## src/rtl/sync_fifo_param.sv

```systemverilog
// Single-clock FIFO with registered read data, occupancy count, threshold flags
// and one-cycle overflow/underflow pulses for rejected requests.
module sync_fifo_param #(
  parameter int unsigned WIDTH     = 8,
  parameter int unsigned DEPTH     = 16,
  parameter int unsigned AFULL_TH  = 12,
  parameter int unsigned AEMPTY_TH = 4
) (
  input  logic                       clk,
  input  logic                       rst,
  input  logic                       wr,
  input  logic [WIDTH-1:0]           din,
  input  logic                       rd,
  output logic [WIDTH-1:0]           dout,
  output logic                       full,
  output logic                       empty,
  output logic                       almost_full,
  output logic                       almost_empty,
  output logic [$clog2(DEPTH+1)-1:0] count,
  output logic                       overflow,
  output logic                       underflow
);

  localparam int unsigned PtrW = $clog2(DEPTH);
  localparam int unsigned CntW = $clog2(DEPTH + 1);

  localparam logic [CntW-1:0] DepthCnt  = CntW'(DEPTH);
  localparam logic [CntW-1:0] AfullTh   = CntW'(AFULL_TH);
  localparam logic [CntW-1:0] AemptyTh  = CntW'(AEMPTY_TH);

  logic [WIDTH-1:0] mem_q [DEPTH];

  logic [PtrW-1:0]  wptr_q, wptr_d;
  logic [PtrW-1:0]  rptr_q, rptr_d;
  logic [CntW-1:0]  count_q, count_d;
  logic [WIDTH-1:0] dout_q, dout_d;
  logic             overflow_q, overflow_d;
  logic             underflow_q, underflow_d;

  logic wr_ok;
  logic rd_ok;

  assign full         = (count_q == DepthCnt);
  assign empty        = (count_q == '0);
  assign almost_full  = (count_q >= AfullTh);
  assign almost_empty = (count_q <= AemptyTh);

  assign count     = count_q;
  assign dout      = dout_q;
  assign overflow  = overflow_q;
  assign underflow = underflow_q;

  // A write into a full FIFO is allowed when a read frees a slot in the same cycle.
  assign rd_ok = rd && !empty;
  assign wr_ok = wr && (!full || rd);

  always_comb begin
    wptr_d      = wptr_q;
    rptr_d      = rptr_q;
    count_d     = count_q;
    dout_d      = dout_q;
    overflow_d  = wr && !wr_ok;
    underflow_d = rd && !rd_ok;

    if (wr_ok) begin
      wptr_d = wptr_q + PtrW'(1);
    end
    if (rd_ok) begin
      rptr_d = rptr_q + PtrW'(1);
      dout_d = mem_q[rptr_q];
    end

    unique case ({wr_ok, rd_ok})
      2'b10:   count_d = count_q + CntW'(1);
      2'b01:   count_d = count_q - CntW'(1);
      default: count_d = count_q;
    endcase
  end

  always_ff @(posedge clk) begin
    if (rst) begin
      wptr_q      <= '0;
      rptr_q      <= '0;
      count_q     <= '0;
      dout_q      <= '0;
      overflow_q  <= 1'b0;
      underflow_q <= 1'b0;
    end else begin
      wptr_q      <= wptr_d;
      rptr_q      <= rptr_d;
      count_q     <= count_d;
      dout_q      <= dout_d;
      overflow_q  <= overflow_d;
      underflow_q <= underflow_d;
    end
  end

  // Storage is not reset; empty guards stale contents.
  always_ff @(posedge clk) begin
    if (!rst && wr_ok) begin
      mem_q[wptr_q] <= din;
    end
  end

endmodule

```

## config.mk

```make
export PLATFORM = sky130hd
export DESIGN_NAME = sync_fifo_param
export DESIGN_NICKNAME = d
export VERILOG_FILES = /design/src/rtl/sync_fifo_param.sv
export SDC_FILE = /design/constraint.sdc
export NUM_CORES = 1
export LEC_CHECK = 0
export ABC_CLOCK_PERIOD_IN_PS = 7400
export CORE_MARGIN = 1.5
export CORE_UTILIZATION = 64
export DETAILED_ROUTE_END_ITERATION = 8
export HOLD_SLACK_MARGIN = 0.15
export PLACE_DENSITY = 0.84
export SYNTH_ARGS = -nofsm -noshare
export SYNTH_HDL_FRONTEND = slang
export SYNTH_SLANG_ARGS = --single-unit
export TNS_END_PERCENT = 30
```

## constraint.sdc

```tcl
create_clock -name clk -period 7.4 [get_ports clk]
set_input_delay 1.11 -clock clk [delete_from_list [all_inputs] [get_ports clk]]
set_output_delay 1.11 -clock clk [all_outputs]
set_load 0.005 [all_outputs]
```

# After elaboration in Yosys (flattened, before gate mapping)
# Memories as Yosys holds them, arrays and structs flattened. A register that Yosys moved wholly into a read port is not among the register bits.
# Index checks and enable logic that the tools add are counted.
dict set report op_classes {
  add_sub_neg 4
  order_cmp 2
  n_eq_ne 3
  n_mux 3
  n_reduce_logical 13
}
# op count
set ops {}
lappend ops {{case mux 5 bit (2 select lines)} 1}
lappend ops {{adder 4 x 1 -> 4 bit, second input constant} 2}
lappend ops {{adder 5 x 1 -> 5 bit, second input constant} 1}
lappend ops {{equality test 5 bit, second input constant} 1}
lappend ops {{greater-or-equal comparator 5 x 4 -> 1 bit, second input constant} 1}
lappend ops {{<= comparator 5 x 3 -> 1 bit, second input constant} 1}
lappend ops {{logical AND 1 bit} 5}
lappend ops {{zero test 1 bit} 5}
lappend ops {{zero test 5 bit} 1}
lappend ops {{subtractor 5 x 1 -> 5 bit, second input constant} 1}
lappend ops {{equality test 2 x 1 -> 1 bit, second input constant} 1}
lappend ops {{equality test 2 bit, second input constant} 1}
lappend ops {{two-way mux 1 bit} 2}
lappend ops {{nonzero test 2 bit} 1}
lappend ops {{logical OR 1 bit} 1}
dict set report totals {
  ff_bits 15
  ram_bits 128
  in_bits 12
  out_inout_bits 19
  elab_cells 31
  n_memories 1
}
# name depth word_bits rd rd_clocked_by_memory_dff write_ports line
set mem_list {}
lappend mem_list {mem_q 16 8 1 1 1 31} ;# logic [WIDTH-1:0] mem_q [DEPTH];

# Longest topological paths before layout
dict set report logic_depth {
  word_depth 7
  ltp_mapped 10
  ltp_nobuf 9
}

# Least setup slack after synthesis
# No wires, ideal clock.
dict set report synth_timing {
  path_kind {input to register}
  from {input rd}
  to {register count_q[4], in the netlist count[4]}
  setup_ns 0.121
  arrival_ns 2.930
  required_ns 7.279
  setup_slack_ns 4.350
  path_stages 8
  n_path_buf 0
  cell_sequence {nand2b_1 o21ai_4 ha_1 ha_1 a21o_1 a21oi_1 mux2i_1 mux2_2}
}
dict set report synth_between {
  elab_chain_len 4
  elab_cells_between_ends 7
  cone_classes {eq/ne (2); mux (1); reduce/logical (4)}
}
# item line
set synth_rtl {}
lappend synth_rtl {{from (decl)} 13} ;# input logic rd,
lappend synth_rtl {{logical OR 1 bit} 55} ;# assign wr_ok = wr && (!full || rd);
lappend synth_rtl {{logical AND 1 bit} 55}
lappend synth_rtl {{equality test 2 x 1 -> 1 bit or equality test 2 bit (tied branches)} 73} ;# unique case ({wr_ok, rd_ok})
lappend synth_rtl {{case mux 5 bit (2 select lines) or nonzero test 2 bit (tied branches)} --}
lappend synth_rtl {{to (signal assigned)} 91} ;# count_q <= count_d;
lappend synth_rtl {{to (decl)} 35} ;# logic [CntW-1:0] count_q, count_d;
# Several ways; a longest one is shown, not always the timed one.
# A chain may end at the register's enable or synchronous reset.

# Worst setup path in the final report
dict set report layout_timing {
  from {input rst}
  to {memory mem_q[2][6] (enable)}
}
dict set report layout_between {
  elab_chain_len 4
}
# item line
set layout_rtl {}
lappend layout_rtl {{from (decl)} 10} ;# input logic rst,
lappend layout_rtl {{zero test 1 bit} 100} ;# if (!rst && wr_ok) begin
lappend layout_rtl {{logical AND 1 bit} 100}
lappend layout_rtl {{two-way mux 1 bit} 100}
lappend layout_rtl {{two-way mux 1 bit (not written as such)} 101} ;# mem_q[wptr_q] <= din;
lappend layout_rtl {{to (decl)} 31}
# No other way between the ends.

==> results_dict.tcl <==
set metrics [dict create \
    status "complete, no violations" \
    drt_pre_antenna_iters 5 \
    async_flop_share_pct 0 \
    synthCells 369 \
    area_growth_pct 14.78 \
    antenna_cells 0 \
    overflow 0 \
    min_period_ns 3.562 \
    numCtsBuffers 17 \
    whs_path_depth 2 \
    ys_seq_area_share_pct 71.02 \
    cts-resized-gates 0 \
    tns_ns 0 \
    cellPowerDensity_nw_per_um2 331.1 \
    drv_cap 0 \
    drtIter0Drc 341 \
    ant_nets 0 \
    crit_path_end_kind "register" \
    placed_cells 491 \
    combPwrFrac_pct 21.2 \
    vdd_ir_drop_max_mv 0.2202 \
    r2r_start "count[0]" \
    synth.distinct_cells 38 \
    holdBufCountCts 0 \
    power_frac_clock_pct 34.9 \
    finalCritPeriodShare_pct 48.14 \
    switching_share_pct 27.96 \
    post-cts-setup-buffer-count 0 \
    antenna_found_initial 0 \
    io_buffers 30 \
    gp_congestion 0.9785 \
    worst_pin_slew_ns 1.187 \
    start_util_pct 65.90 \
    crit_fanout 25 \
    yosys.area.top_type "edfxtp_1" \
    min_from "dout[0]" \
    nNetsFinal 421 \
    dieArea_um2 10060 \
    syn_area_per_cell_um2 16.42 \
    setup_viol 0 \
    grt_max_degree 51 \
    yosys_warnings 0 \
    wl_um 12190 \
    rsz0062_at_grt "false" \
    fp.dieW_um 100.3 \
    rrSetupSlack_ns 4.10 \
    cts_buffer_depth 2 \
    synth_edf_count 128 \
    p_leak_uw 0.002238 \
    insertion_delay_ns 0.52 \
    clock.fmax_mhz 280.7 \
    drive_gt1_share_pct 13.59 \
    grt_pass1_wl_um 18520 \
    vias 3344 \
    crit_type "input port to register" \
    cts.root.buffer_cell "clkbuf_8" \
    grt_usage_pct 26.23 \
    fin_ws_ns 3.838 \
    stdcell_count 523 \
    ys.flop_type "edfxtp_1" \
    h-tree-depth 4 \
    place_ws_ns 3.296 \
    die_y_um 100.3 \
    seq_power_share_pct 44.0 \
    viasPerCell 6.394 \
    wl_per_cell_um 23.30 \
    drc 0 \
    worstPathRequired_ns 7.53 \
    netlist_area_um2 6061 \
    power.internal_uw 1659 \
    timing.rr.end "count[4]" \
    dp_hpwl_um 7465 \
    rows 35 \
    crit_path_start_kind "input port" \
    switchingPower_uw 643.9 \
    core_um2 9196 \
    worstPathArrival_ns 3.69 \
    slew_headroom_pct 20.23 \
    reg2regPathDepth 9 \
    grt_pass1_vias 3352 \
    skew_ns 0.007787 \
    cts.sinks 151 \
    clk_pin_slew_ns 0.06 \
    hp-class "register to register" \
    slew_violations 0 \
    cts_tree "done" \
    whs_endpoint "dout[0]" \
    ys_seq_elements 151 \
    pin_count 31 \
    synth.area.top_cells "edfxtp_1 63%, dfxtp_1 7.6%, mux4_2 5.9%" \
    synth_nets 391 \
    netlist.area_leader.share_pct 63.42 \
    hold_viol_final 0 \
]
[through the flow]
step                      total power (uW)  util (%)  instance area (um^2)  hold slack [ns]
after floorplan                       1343         -                  6061           0.4842
after global placement                1492     69.61                  6401           0.4867
after detailed placement              1513     69.61                  6401           0.4844
after CTS                             2304     75.65                  6957           0.4974
after global routing                  2384     75.65                  6957           0.5204
final                                 2303     75.65                  6957           0.5001
[kinds of logic (layout without fill, tap and decap cells)]
| group | count (synthesis) | in the layout | share of synthesized area [%] |
|---|---|---|---|
| AOI/OAI and AO/OA | 39 | 39 | 4.831 |
| buffers and inverters | 25 | 68 | 2.147 |
| adders and majority gates | 10 | 10 | 2.188 |
| xor gates and xnor gates | 9 | 9 | 1.301 |
| DFF | 151 | 151 | 71.02 |
| and+or+nand+nor | 83 | 83 | 6.606 |
| muxes | 52 | 52 | 11.91 |
[placed cells by master (no fill, tap or decap), drive strengths merged, types with 2 or more instances in the layout]
cell and count:
edfxtp 128, nor2 36, mux2i 35, clkdlybuf4s50 30, dfxtp 23, clkbuf 17
mux4 16, o22ai 16, nor3 14, inv 11, nand2 9, ha 9
a22o 8, nor4 8, xor2 6, nand2b 4, o211ai 4, a21oi 4
clkinvlp 4, nor2b 3, xnor2 3, clkinv 3, o21ai 2, nand3b 2
a21o 2, and3 2, buf 2
[area by class of cell]
cell class,count,area (um^2)
Sequential cell,151,4305
Fill cell,534,2240
Multi-Input combinational cell,193,1627
Clock buffer,17,414.1
Timing Repair Buffer,32,315.3
Clock inverter,15,141.4
Tap cell,111,138.9
Inverter,4,15.01
[worst max-delay path, stage by stage]
cell,delay [ns]
clkdlybuf4s50_1,0.85
nand2b_1,0.36
o21ba_2,0.30
nand2_1,0.14
nor3_1,0.92
[per-layer routing]
| layer | vias to the layer above | wire length, um | global-route usage, % |
|---|---|---|---|
| li1 | 1499 | - | - |
| met1 | 1653 | 4624 | 33.88 |
| met2 | 163 | 6324 | 44.32 |
| met3 | 29 | 888 | 4.666 |
| met4 | 0 | 350 | 11.27 |
| met5 | - | 0 | 0 |
[power groups by stage]
| stage | Sequential [uW] | Combinational (uW) | Clock (uW) |
|---|---|---|---|
| 2_1_floorplan | 1020 | 321 | 0 |
| 3_3_place_gp | 1030 | 465 | 0 |
| 3_5_place_dp | 1030 | 483 | 0 |
| 4_1_cts | 1010 | 489 | 802 |
| 5_1_grt | 1020 | 529 | 836 |
| 6_report | 1010 | 488 | 803 |
[synthesized netlist by cell type, types with 5 or more instances]
library cell  instances
mux2i_1              35
mux4_2               16
o22ai_1              16
nor3_1               14
a22o_1                8
nor4_1                8
nor2_1               36
ha_1                  9
edfxtp_1            128
buf_4                 5
clkbuf_1              8
xor2_1                6
nand2_1               9
dfxtp_1              23
[sequential cells by signal, summed over array words and instances (netlist names)]
| name | flops |
|---|---|
| wptr_q | 4 |
| mem_q | 128 |
| underflow | 1 |
| rptr_q | 4 |
| overflow | 1 |
| count | 5 |
| dout | 8 |
[worst max path at each step]
stage	start	to	slack, ns	cells after the start
after floorplan	rd	count[4]	4.35	8
after global placement	rst	mem_q[2][2]	3.48	5
after detailed placement	rst	mem_q[2][4]	3.30	5
after CTS	rst	mem_q[2][6]	3.84	5
after global routing	rst	mem_q[2][6]	3.63	5
final	rst	mem_q[2][6]	3.84	5
(Power assumes the default switching activity.)
